$ cat src/rtl/pin_event_capture.sv
// Pin event capture: synchronizes and debounces input pins, detects rise/fall
// edges, and latches enabled edges into sticky W1C status with a level IRQ.
module pin_event_capture #(
  parameter int unsigned Width          = 8,
  parameter int unsigned DebounceCycles = 16
) (
  input  logic        clk_i,
  input  logic        rst_ni,
  input  logic [Width-1:0] pins_i,
  input  logic        reg_req_i,
  input  logic        reg_we_i,
  input  logic [3:0]  reg_addr_i,
  input  logic [31:0] reg_wdata_i,
  output logic [31:0] reg_rdata_o,
  output logic        reg_rvalid_o,
  output logic        irq_o
);

  localparam int unsigned CntW = $clog2(DebounceCycles + 1);
  localparam logic [CntW-1:0] CntLast = CntW'(DebounceCycles - 1);

  localparam logic [1:0] AddrLevel  = 2'd0;
  localparam logic [1:0] AddrRiseEn = 2'd1;
  localparam logic [1:0] AddrFallEn = 2'd2;
  localparam logic [1:0] AddrStatus = 2'd3;

  logic [Width-1:0] sync1_q, sync2_q;
  logic [Width-1:0] deb_q, deb_d;
  logic [CntW-1:0]  cnt_q [Width];
  logic [CntW-1:0]  cnt_d [Width];
  logic [Width-1:0] rise_en_q, rise_en_d;
  logic [Width-1:0] fall_en_q, fall_en_d;
  logic [Width-1:0] status_q, status_d;
  logic             irq_q, irq_d;
  logic             rvalid_q, rvalid_d;
  logic [31:0]      rdata_q, rdata_d;

  logic [Width-1:0] rise_c, fall_c, clr_c;
  logic             wr_c;
  logic             unused_c;

  // Word index only; byte lanes and upper write data beyond Width are don't-care.
  assign unused_c = ^{reg_wdata_i, reg_addr_i[1:0]};

  // Per-pin debounce: count consecutive disagreeing cycles, accept at the limit.
  always_comb begin
    deb_d = deb_q;
    for (int unsigned i = 0; i < Width; i++) begin
      cnt_d[i] = '0;
      if (sync2_q[i] != deb_q[i]) begin
        if (cnt_q[i] == CntLast) begin
          deb_d[i] = sync2_q[i];
        end else begin
          cnt_d[i] = cnt_q[i] + CntW'(1);
        end
      end
    end
  end

  // Edge events are taken from the level about to be registered.
  assign rise_c = deb_d & ~deb_q;
  assign fall_c = ~deb_d & deb_q;

  // Register writes, sticky status (set beats W1C clear), irq and bus response.
  always_comb begin
    wr_c      = reg_req_i & reg_we_i;
    rise_en_d = rise_en_q;
    fall_en_d = fall_en_q;
    clr_c     = '0;
    rdata_d   = '0;
    if (wr_c) begin
      case (reg_addr_i[3:2])
        AddrRiseEn: rise_en_d = reg_wdata_i[Width-1:0];
        AddrFallEn: fall_en_d = reg_wdata_i[Width-1:0];
        AddrStatus: clr_c     = reg_wdata_i[Width-1:0];
        default:    ;
      endcase
    end
    if (reg_req_i && !reg_we_i) begin
      case (reg_addr_i[3:2])
        AddrLevel:  rdata_d = 32'(deb_q);
        AddrRiseEn: rdata_d = 32'(rise_en_q);
        AddrFallEn: rdata_d = 32'(fall_en_q);
        AddrStatus: rdata_d = 32'(status_q);
        default:    rdata_d = '0;
      endcase
    end
    status_d = (status_q & ~clr_c) | (rise_c & rise_en_q) | (fall_c & fall_en_q);
    irq_d    = |status_q;
    rvalid_d = reg_req_i;
  end

  // State registers, all cleared asynchronously.
  always_ff @(posedge clk_i or negedge rst_ni) begin
    if (!rst_ni) begin
      sync1_q   <= '0;
      sync2_q   <= '0;
      deb_q     <= '0;
      for (int unsigned i = 0; i < Width; i++) cnt_q[i] <= '0;
      rise_en_q <= '0;
      fall_en_q <= '0;
      status_q  <= '0;
      irq_q     <= 1'b0;
      rvalid_q  <= 1'b0;
      rdata_q   <= '0;
    end else begin
      sync1_q   <= pins_i;
      sync2_q   <= sync1_q;
      deb_q     <= deb_d;
      for (int unsigned i = 0; i < Width; i++) cnt_q[i] <= cnt_d[i];
      rise_en_q <= rise_en_d;
      fall_en_q <= fall_en_d;
      status_q  <= status_d;
      irq_q     <= irq_d;
      rvalid_q  <= rvalid_d;
      rdata_q   <= rdata_d;
    end
  end

  assign reg_rdata_o  = rdata_q;
  assign reg_rvalid_o = rvalid_q;
  assign irq_o        = irq_q;

endmodule
$ cat config.mk
export PLATFORM = sky130hd
export DESIGN_NAME = pin_event_capture
export DESIGN_NICKNAME = d
export VERILOG_FILES = /design/src/rtl/pin_event_capture.sv
export SDC_FILE = /design/constraint.sdc
export NUM_CORES = 1
export LEC_CHECK = 0
export ABC_AREA = 1
export BUFFER_PORTS_ARGS = -buffer_cell sky130_fd_sc_hd__buf_2
export CORE_UTILIZATION = 57
export DETAILED_ROUTE_END_ITERATION = 8
export PLACE_DENSITY_LB_ADDON = 0.1
export SKIP_CTS_REPAIR_TIMING = 1
export SYNTH_ARGS = -nofsm -noshare
export SYNTH_HDL_FRONTEND = slang
export SYNTH_SLANG_ARGS = --single-unit
$ cat constraint.sdc
create_clock -name clk_i -period 1.85 [get_ports clk_i]
set_clock_uncertainty 0.05 [all_clocks]
set_input_delay 0.185 -clock clk_i [delete_from_list [all_inputs] [get_ports clk_i]]
set_output_delay 0.185 -clock clk_i [all_outputs]
set_load 0.03 [all_outputs]
---- After elaboration in Yosys (flattened, before gate mapping) ----
Index checks and enable logic that the tools add are counted.
word-level totals
  bits in registers ....................... 122
  input port bits ......................... 48
  output and inout bits ................... 34
cells by class
  equality and inequality tests ........... 19
  reductions and logical operators ........ 6
  multiplexer cells ....................... 36
  bitwise operators ....................... 11
  $add $sub $neg .......................... 8
operator list
  operator                                             count
  case mux 32 bit (4 select lines)                     1
  2-to-1 mux 5 bit                                     16
  adder 5 x 1 -> 5 bit, second input constant          8
  bitwise AND 8 bit                                    5
  equality test 5 x 4 -> 1 bit, second input constant  8
  2-to-1 mux 32 bit                                    1
  inverter 8 bit                                       3
  2-to-1 mux 1 bit                                     16
  2-to-1 mux 8 bit                                     2
  OR 8 bit                                             2
  != test 1 bit                                        8
  OR reduction 8 bit                                   1
  equality test 2 bit, second input constant           2
  AND reduction 2 bit                                  2
  equality test 2 x 1 -> 1 bit, second input constant  1
  logical NOT 2 bit                                    1
  bitwise AND 1 bit                                    1
  logical AND 1 bit                                    1
  logical NOT 1 bit                                    1

---- Longest topological paths before layout ----
Gate-level depths: netlist of the first run.
  depth in word-level cells ............... 7
  mapped depth ............................ 7

---- Worst setup path after synthesis of the first run ----
No wires, ideal clock.
  path type ............................... register to register
  from .................................... register cnt_q[0] (netlist name)
  to ...................................... register cnt_q[0] (netlist name)
  required time ........................... 1.671 ns
  period minus slack after synthesis ...... 1.122 ns
  stages on the path, launching flop included .. 5
  buffers on the path ..................... 0
  library setup time ...................... 0.129 ns
  slack ................................... 0.728 ns
  arrival time ............................ 0.943 ns
  cells stage by stage .................... dfrtp_1 -> ha_1 -> nand3_1 -> o21ai_0 -> nor2_1
RTL lines
  element             line  RTL
  start: declaration  29    logic [CntW-1:0] cnt_q [Width];

---- Worst setup path in the final report of the first run ----
  from .................................... input port reg_req_i
  to ...................................... register rise_en_q[2]
on the way
  longest elaborated chain between the ends .. 2
RTL lines
  element                               line  RTL
  start: declaration                    10    input logic reg_req_i,
  bitwise AND 1 bit                     66    wr_c = reg_req_i & reg_we_i;
  AND reduction 2 bit (no source line)  n/a
  end signal: assignment                111   rise_en_q <= rise_en_d;
  end: declaration                      31    logic [Width-1:0] rise_en_q, rise_en_d;
Every way passes these cells.
A chain may end at the register's enable or synchronous reset.

==> impl_metrics.csv, run 1 <==
group,metric,value,unit
logic_synthesis,synth_compound_area_frac,0.06592,
clock_tree,clk_pin_slew,80,ps
place,dp_hpwl,5.316,mm
logic_synthesis,synthMuxAreaShare,0,
floorplan,core-area,0.007408,mm²
place,place_congestion,0.7839,
grt,gr-usage-met2,0.3485,
logic_synthesis,yosys.area_share.adder,0.02235,
logic_synthesis,ys_ff_latch,98,
routing,drt_iter0_markers,133,
final_layout,final_common_cell,"nand2_1",
logic_synthesis,syn_avg_cell_area,8.732,µm²
clock_tree,clockBufferDepth,2,
final_layout,diodes,0,
sta,period_needed,1439,ps
final_layout,layout_common_cells,"nand2_1 (108), dfrtp_1 (98), nor2_1 (74)",
logic_synthesis,synth_top_cell_area_share,0.5475,
sta,finalSetupViolCount,0,
routing,drt_first_pass_iters,4,
final_layout,drive_gt1_frac,0.1170,
final_layout,stdcell_count,663,
sta,slew_violations,0,
grt,grt_use_total,0.2039,
worst_setup_path,cp.arrival,1670,ps
clock_tree,numClockSinks,98,
grt,grt_overflow,0,
logic_synthesis,synth_seq_area_share,0.5475,
floorplan,die-area,0.008217,mm²
place,io_buffers,31,
logic_synthesis,synth_xor_area_frac,0.01564,
clock_tree,clockRootBuffer,"clkbuf_8",
grt,met3_usage,0.04040,
final_layout,final_nets,615,
grt,top_usage_layer,"met2",
final_layout,final_cell_area,0.004938,mm²
status,status,"completed",
clock_tree,htree_levels,3,
worst_setup_path,critPathCaptureType,"flip-flop",
worst_setup_path,start_kind,"primary input",
grt,grt_max_degree,99,
sta,worst_slack,411.0,ps
power_and_ir_drop,powerDensity,889.6,mW/mm²
sta,tightest_slew,509.0,ps
final_layout,areaGrowthSynthToFinish,10.25,%
power_and_ir_drop,p_leak,2.561,nW
floorplan,fp.dieH,90.65,µm
logic_synthesis,netlist_area,0.004479,mm²
place,dp.cells,637,
hold_path,hp-class,"in -> reg",
grt,grt_pass1_vias,3091,
job,cap_violations,0,
place,placed_cell_area,0.004633,mm²
grt,grt_pass1_wl,13.19,mm
worst_setup_path,critPathKind,"in -> reg",
sta,rsz0062_at_grt,"false",
sta,hold_viol,0,
sta,fmax,694.9,MHz
routing,vias,3248,
floorplan,dieWidth,90.65,µm
final_layout,filler_cell_count,630,
power_and_ir_drop,power,4.393,mW
routing,wire_per_inst,11.54,µm
sta,tns,0,ps
logic_synthesis,postSynthCellCount,513,
logic_synthesis,yosysUniqueCellTypes,26,
routing,totalWireLength,7.652,mm
routing,drc,0,
clock_tree,numCtsBuffers,9,
sta,relSlewSlack,0.6606,
clock_tree,insertion_delay,360,ps
sta,post-route-period-util,0.7779,
logic_synthesis,yosys.area_share.simple,0.2366,
clock_tree,cts_tree,"done",
logic_synthesis,ys_warn_count,0,
grt,gr-usage-met1,0.2521,
routing,drt.antenna.violating_nets,0,
logic_synthesis,synth_top_area_cell,"dfrtp_1",
floorplan,start_util,0.6046,
routing,via_per_inst,4.899,
power_and_ir_drop,ir_drop,0.0005369,V
logic_synthesis,ys_top_cells_by_area,"dfrtp_1 (55%), nand2_1 (9.1%), nor2_1 (6.2%)",
floorplan,pin_count,82,
worst_setup_path,crit_fanout,16,
logic_synthesis,synth_top_family_by_area,"simple AND/OR/NAND/NOR gates",
place,place_ws,501.5,ps
grt,antenna_found_initial,0,
worst_setup_path,crit_required,2080,ps
floorplan,row_count,31,
==> synthesized netlist by cell type <==
master and count:
nand2_1 108, or2_2 1, nor2_4 1, nor2_1 74
inv_6 1, nand2_2 2, dfrtp_1 98, nand4_1 9
conb_1 1, o21ai_2 8, o21ai_1 8, o21ai_0 24
nor3_1 1, buf_6 3, buf_4 29, nand3_4 1
and3_1 5, inv_2 1, nor2_2 1, inv_1 61
xor2_1 1, xnor2_1 7, nand3_1 46, a21oi_1 13
ha_1 8, buf_2 1
==> registers in the layout (all words and copies together) (netlist names) <==
name          cells
sync1_q           8
rise_en_q         8
irq_o             1
reg_rvalid_o      1
deb_q             8
sync2_q           8
reg_rdata_o       8
status_q          8
fall_en_q         8
cnt_q            40
==> kinds of logic (layout without fill, tap and decap cells) <==
group / after synthesis / after routing
flops: 98 / 98
compound gates: 53 / 53
other cells: 1 / 24
simple gates: 249 / 249
buf+inv: 96 / 124
fa+ha+maj: 8 / 8
xor+xnor: 8 / 8
==> layer usage <==
metal | up-vias | wire, µm | part of all wire
li1 | 1668 | - | -
met1 | 1493 | 3450 | 0.45
met2 | 74 | 3750 | 0.49
met3 | 13 | 344 | 0.045
met4 | 0 | 107 | 0.014
met5 | - | 0 | 0
==> power breakdown <==
part,internal (mW),switching (mW),total (mW)
clock network,0.697,0.680,1.38
logic,0.200,0.379,0.579
registers,2.31,0.126,2.44
==> path summary, 6_finish.rpt <==
path / to / cells after the start / from / slack, ps
max: rise_en_q[2]$_DFFE_PN0P_ / 7 / reg_req_i / 410
min in group asynchronous: reg_rdata_o[2]$_DFF_PN0_ / 3 / rst_ni / 340
max reg2reg: cnt_q[31]$_DFF_PN0_ / 4 / cnt_q[30]$_DFF_PN0_ / 540
max in group asynchronous: cnt_q[2]$_DFF_PN0_ / 3 / rst_ni / 1000
min reg2reg: sync2_q[5]$_DFF_PN0_ / 0 / sync1_q[5]$_DFF_PN0_ / 310
min: rise_en_q[6]$_DFFE_PN0P_ / 3 / reg_wdata_i[6] / 60
==> area by class of cell <==
cell class	instances	area (µm²)	share of cell area
Timing Repair Buffer	45	300.3	0.06081
Inverter	63	241.5	0.04890
Tap cell	99	123.9	0.02508
Clock buffer	12	155.1	0.03142
Clock inverter	4	50.05	0.01013
Sequential cell	98	2452	0.4966
Multi-Input combinational cell	342	1615	0.3271
==> worst max-delay path: stages <==
cell and delay [ps]:
dlygate4sd3_1 540, buf_2 140, nand2_2 180, inv_2 90, nand2_2 340, nand2_1 130, o21ai_2 70
==> stage by stage <==
stage | hold WS [ps] | utilization
after floorplan | -160.6 | -
after global placement | 232.8 | 0.6254
after detailed placement | 226.9 | 0.6254
after CTS | -167.0 | 0.6531
after global routing | 55.67 | 0.6666
final | 57.10 | 0.6666
(Power assumes the default switching activity.)
==> inputs of run 2 (changes only) <==
Settings changed: CORE_UTILIZATION 57 to 55.
Clock period 1.85 ns to 1.4 ns, I/O delays scaled along.
==> run 2 against run 1 <==
Routed wire length grew 2.9%. Worst hold slack lost 42 ps. Sequential share of layout area shrank 0.65 points. Critical path depth is the same. Register-to-register slack lost 400 ps. Highest routed layer unchanged. Sequential cell count is the same. Utilization shrank 2.6 points. Non-clock buffer count grew 6.
==> impl_metrics.csv, run 2 (synthesized netlist as in run 1, its figures left out) <==
group,metric,value,unit
power_and_ir_drop,p_leak,2.598,nW
power_and_ir_drop,pwr-share-comb,0.137,
grt,grt_max_degree,31,
worst_setup_path,path_buf_inv,3,
final_layout,final_common_cell,"nand2_1",
power_and_ir_drop,seqPwrFrac,0.553,
routing,via_per_inst,4.842,
floorplan,dieWidth,92.25,µm
grt,grt_pass1_wl,13.52,mm
clock_tree,cts_tree,"done",
floorplan,row_count,32,
power_and_ir_drop,ir_drop,0.0006800,V
routing,drt.antenna.violating_nets,0,
sta,finalSetupViolCount,0,
floorplan,start_util,0.5737,
worst_setup_path,crit_slowest_cell,"dlygate4sd3_1",
clock_tree,clk_pin_slew,90,ps
worst_setup_path,reg2reg_slack,140,ps
place,place_congestion,0.7919,
clock_tree,clockBufferDepth,2,
place,dp_hpwl,5.593,mm
floorplan,die-area,0.008509,mm²
floorplan,fp.dieH,92.25,µm
worst_setup_path,start_kind,"primary input",
routing,drt_first_pass_iters,4,
routing,drt_iter0_markers,183,
sta,period_needed,1273,ps
worst_setup_path,crit_fanout,16,
final_layout,regMostFlops,"cnt_q",
clock_tree,insertion_delay,360,ps
clock_tree,htree_levels,3,
routing,wire_per_inst,11.71,µm
worst_setup_path,critPathKind,"in -> reg",
floorplan,pin_count,82,
routing,wl_met2,3.718,mm
hold_path,worst_hold_path.endpoint,"rise_en_q[3]$_DFFE_PN0P_",
power_and_ir_drop,p_sw_frac,0.2754,
clock_tree,clockRootBuffer,"clkbuf_8",
worst_setup_path,worstPathCellList,"dlygate4sd3_1, buf_2, nand2_2, inv_2, nand2_2, nand2_1, o21ai_2",
job,cap_violations,0,
routing,drc,0,
worst_setup_path,cp.arrival,1500,ps
final_layout,areaGrowthSynthToFinish,11.70,%
grt,grt_pass1_vias,3060,
routing,vias,3254,
worst_setup_path,rr_endpoint,"cnt_q[13]$_DFF_PN0_",
routing,top_layer_used,"met4",
grt,antenna_found_initial,0,
place,dp.cells,646,
worst_setup_path,cpLargestDelayFamily,"buffers and inverters",
sta,fmax,785.5,MHz
power_and_ir_drop,p_sw,1.602,mW
final_layout,final_core_util,0.6409,
sta,tns,0,ps
worst_setup_path,cpMostUsedCell,"nand2_2",
worst_setup_path,r2r_start,"cnt_q[10]$_DFF_PN0_",
final_layout,layout_common_cells,"nand2_1 (108), dfrtp_1 (98), nor2_1 (74)",
final_layout,drive_gt1_frac,0.1246,
power_and_ir_drop,powerDensity,1162,mW/mm²
grt,grt_use_total,0.2049,
hold_path,hold_depth,3,
sta,rsz0062_at_grt,"false",
clock_tree,numCtsBuffers,9,
hold_path,min_from,"reg_wdata_i[3]",
final_layout,diodes,0,
sta,hold_viol,0,
worst_setup_path,max_stage_delay,530,ps
final_layout,largest_register_ffs,40,
power_and_ir_drop,internal_power,4.215,mW
grt,grt_overflow,0,
place,io_buffers,31,
floorplan,core-area,0.007807,mm²
status,status,"completed",
clock_tree,numClockSinks,98,
worst_setup_path,reg2reg_depth,4,
routing,wl_met3,273,µm
routing,met1_length,3.740,mm
worst_setup_path,crit_required,1620,ps
hold_path,hp-class,"in -> reg",
sta,slew_violations,0,
final_layout,stdcell_count,672,
worst_setup_path,critPathCaptureType,"flip-flop",
final_layout,final_nets,621,
sta,post-route-period-util,0.9093,
routing,totalWireLength,7.871,mm
power_and_ir_drop,p_clk_frac,0.310,
-- run 2: layout make-up --
class	count	area, µm²
Tap cell	102	127.6
Clock buffer	12	145.1
Sequential cell	98	2452
Clock inverter	4	51.30
Fill cell	671	2804
Multi-Input combinational cell	342	1615
Timing Repair Buffer	51	370.4
Inverter	63	241.5
-- run 2: metal layers --
layer	vias to the layer above	GRT usage
li1	1683	-
met1	1492	0.2777
met2	65	0.3296
met3	14	0.03648
met4	0	0.07813
met5	-	0
-- run 2: metrics by stage --
| step | worst slack, ps | power, mW | hold slack [ps] | area, µm² |
|---|---|---|---|---|
| 2_1_floorplan | 277.7 | 3.842 | -205.6 | 4566 |
| 3_3_place_gp | 152.6 | 4.023 | 55.99 | 4707 |
| 3_5_place_dp | 89.21 | 4.052 | 56.86 | 4707 |
| 4_1_cts | 79.78 | 5.845 | -334.3 | 4903 |
| 5_1_grt | 2.848 | 6.128 | 16.54 | 5004 |
| 6_report | 127.0 | 5.817 | 15.18 | 5004 |
-- run 2: worst max-delay path by stage --
| stage | startpoint | to | slack (ps) | cells after the start |
|---|---|---|---|---|
| after global placement | cnt_q[0]$_DFF_PN0_ | cnt_q[0]$_DFF_PN0_ | 150 | 4 |
| after floorplan | cnt_q[0]$_DFF_PN0_ | cnt_q[0]$_DFF_PN0_ | 280 | 4 |
| final | reg_req_i | rise_en_q[0]$_DFFE_PN0P_ | 130 | 7 |
| after CTS | cnt_q[0]$_DFF_PN0_ | cnt_q[1]$_DFF_PN0_ | 80 | 4 |
| after global routing | cnt_q[20]$_DFF_PN0_ | status_q[3]$_DFF_PN0_ | 3 | 5 |
| after detailed placement | cnt_q[0]$_DFF_PN0_ | cnt_q[1]$_DFF_PN0_ | 90 | 4 |
-- run 2: worst reg2reg max path, cell delays in order (launching register included) --
cell and delay (ps):
dfrtp_1 390, ha_1 200, nand3_1 110, o21ai_0 310
nor2_1 80
-- run 2: power by group through the flow --
stage	Combinational, mW	Sequential, mW	Clock [mW]
floorplan	0.571	3.27	0
global placement	0.759	3.26	0
detailed placement	0.780	3.27	0
CTS	0.784	3.22	1.84
global route	0.916	3.25	1.96
finish	0.795	3.22	1.80
==> inputs of run 3 (changes only) <==
Settings changed: CORE_MARGIN from default to 2, CORE_UTILIZATION 55 to 50.
Clock period 1.4 ns to 1.1 ns, I/O delays scaled along.
==> run 3 against run 2 <==
Design area is 17% higher. Highest routed layer unchanged. Final cell count up 7.1%. The run now ends with hold timing, setup timing left. Sequential share of layout area down 7.0 points. Routed wire length rose by 10%. First-iteration DRC count is 7.7% higher. Largest power group unchanged.
==> impl_metrics.csv, run 3 (synthesized netlist as in run 1, its figures left out) <==
group,metric,value,unit
sta,whs,-7.721,ps
worst_setup_path,crit_required,1310,ps
grt,grt_overflow,0,
place,io_buffers,31,
final_layout,diodes,0,
floorplan,die-area,0.009732,mm²
floorplan,pin_count,82,
status,violations,"hold timing, setup timing",
routing,vias,3489,
worst_setup_path,r2r_start,"cnt_q[36]$_DFF_PN0_",
hold_path,min_from,"reg_wdata_i[2]",
sta,post-route-period-util,1.034,
routing,top_layer_used,"met4",
place,dp_hpwl,5.974,mm
grt,antenna_found_initial,0,
routing,wire_per_inst,12.03,µm
sta,hold_viol,1,
clock_tree,clk_pin_slew,90,ps
power_and_ir_drop,powerDensity,1351,mW/mm²
sta,period_needed,1138,ps
final_layout,final_cell_area,0.005841,mm²
worst_setup_path,worstPathCellList,"ha_2, nand2_2, nor2_4, nand2_4, nand2_2, nor2_1",
power_and_ir_drop,ir_drop,0.0006205,V
worst_setup_path,path_buf_inv,0,
floorplan,core-area,0.008721,mm²
place,place_congestion,0.7885,
sta,rsz0062_at_grt,"true",
clock_tree,htree_levels,3,
final_layout,filler_cell_count,719,
hold_path,worst_hold_path.endpoint,"rise_en_q[2]$_DFFE_PN0P_",
worst_setup_path,reg2reg_slack,-40,ps
status,status,"complete, but fails checks",
worst_setup_path,cpLargestDelayFamily,"simple AND/OR/NAND/NOR gates",
routing,drt_first_pass_iters,4,
grt,grt_max_degree,39,
hold_path,hold_depth,3,
floorplan,start_util,0.5136,
worst_setup_path,start_kind,"flip-flop",
worst_setup_path,max_stage_delay,380,ps
clock_tree,cts_tree,"done",
clock_tree,insertion_delay,360,ps
routing,drt.antenna.violating_nets,0,
place,placed_cell_area,0.004950,mm²
floorplan,row_count,34,
routing,wl_met3,298,µm
worst_setup_path,rr_endpoint,"cnt_q[38]$_DFF_PN0_",
worst_setup_path,critPathCaptureType,"flip-flop",
worst_setup_path,crit_slowest_cell,"dfrtp_1",
sta,finalSetupViolCount,13,
clock_tree,numCtsBuffers,9,
power_and_ir_drop,p_leak,2.846,nW
job,cap_violations,0,
hold_path,hp-class,"in -> reg",
final_layout,areaGrowthSynthToFinish,30.39,%
sta,slew_violations,0,
final_layout,drive_gt1_frac,0.2647,
clock_tree,clockBufferDepth,2,
routing,met1_length,3.982,mm
worst_setup_path,crit_fanout,4,
worst_setup_path,critPathKind,"reg -> reg",
clock_tree,numClockSinks,98,
routing,drc,0,
grt,grt_pass1_vias,3324,
final_layout,largest_register_ffs,40,
floorplan,dieWidth,98.65,µm
routing,wl_met2,4.245,mm
sta,worst_slack,-37.93,ps
worst_setup_path,reg2reg_depth,6,
sta,fmax,878.8,MHz
clock_tree,clockRootBuffer,"clkbuf_8",
grt,grt_pass1_wl,14.27,mm
worst_setup_path,cp.arrival,1340,ps
final_layout,layout_common_cells,"nand2_1 (98), dfrtp_1 (98), nor2_1 (65)",
routing,totalWireLength,8.658,mm
routing,drt_iter0_markers,197,
final_layout,regMostFlops,"cnt_q",
floorplan,fp.dieH,98.65,µm
final_layout,final_nets,664,
routing,via_per_inst,4.846,
grt,grt_use_total,0.1817,
worst_setup_path,cpMostUsedCell,"nand2_2",
run 3: worst register-to-register path, stage by stage, from the launching register on:
cell     delay (ps)
dfrtp_1         380
ha_2            190
nand2_2          80
nor2_4          140
nand2_4          80
nand2_2          80
nor2_1           40
run 3: worst max path at each step:
stage / slack [ps] / from / cells after the start / end
6_report: -40 / cnt_q[36]$_DFF_PN0_ / 6 / cnt_q[38]$_DFF_PN0_
2_1_floorplan: 4 / cnt_q[35]$_DFF_PN0_ / 4 / cnt_q[37]$_DFF_PN0_
4_1_cts: -100 / cnt_q[36]$_DFF_PN0_ / 6 / cnt_q[38]$_DFF_PN0_
5_1_grt: -120 / cnt_q[35]$_DFF_PN0_ / 6 / deb_q[0]$_DFF_PN0_
3_5_place_dp: -90 / cnt_q[36]$_DFF_PN0_ / 6 / cnt_q[38]$_DFF_PN0_
3_3_place_gp: -20 / cnt_q[25]$_DFF_PN0_ / 4 / deb_q[2]$_DFF_PN0_
run 3: routing by layer:
metal | vias to the layer above | track usage
met5 | - | 0
met4 | 0 | 0.06955
met3 | 13 | 0.03475
met2 | 81 | 0.3051
met1 | 1628 | 0.2351
li1 | 1767 | -
run 3: metrics by stage:
stage	cells	setup TNS, ps	power [mW]	setup slack, ps	utilization
after CTS	698	-1734	7.758	-97.05	0.5914
after global placement	683	-156.2	5.236	-16.87	0.5676
after global routing	720	-1982	8.320	-118.5	0.6697
final	720	-357.7	7.894	-37.93	0.6697
after detailed placement	683	-1111	5.272	-91.40	0.5676
after floorplan	536	0	4.892	3.531	-
run 3: layout make-up:
cell class	instances	area [µm²]	area share
Inverter	63	241.5	0.04135
Sequential cell	98	2452	0.4199
Clock buffer	10	127.6	0.02185
Multi-Input combinational cell	342	2039	0.3492
Timing Repair Buffer	94	764.5	0.1309
Clock inverter	5	80.08	0.01371
Tap cell	108	135.1	0.02314
run 3: where the power goes:
part | switching, mW | total (mW) | internal, mW
clock network | 1.21 | 2.47 | 1.27
logic | 0.738 | 1.31 | 0.569
registers | 0.229 | 4.12 | 3.89
total | 2.17 | 7.89 | 5.72
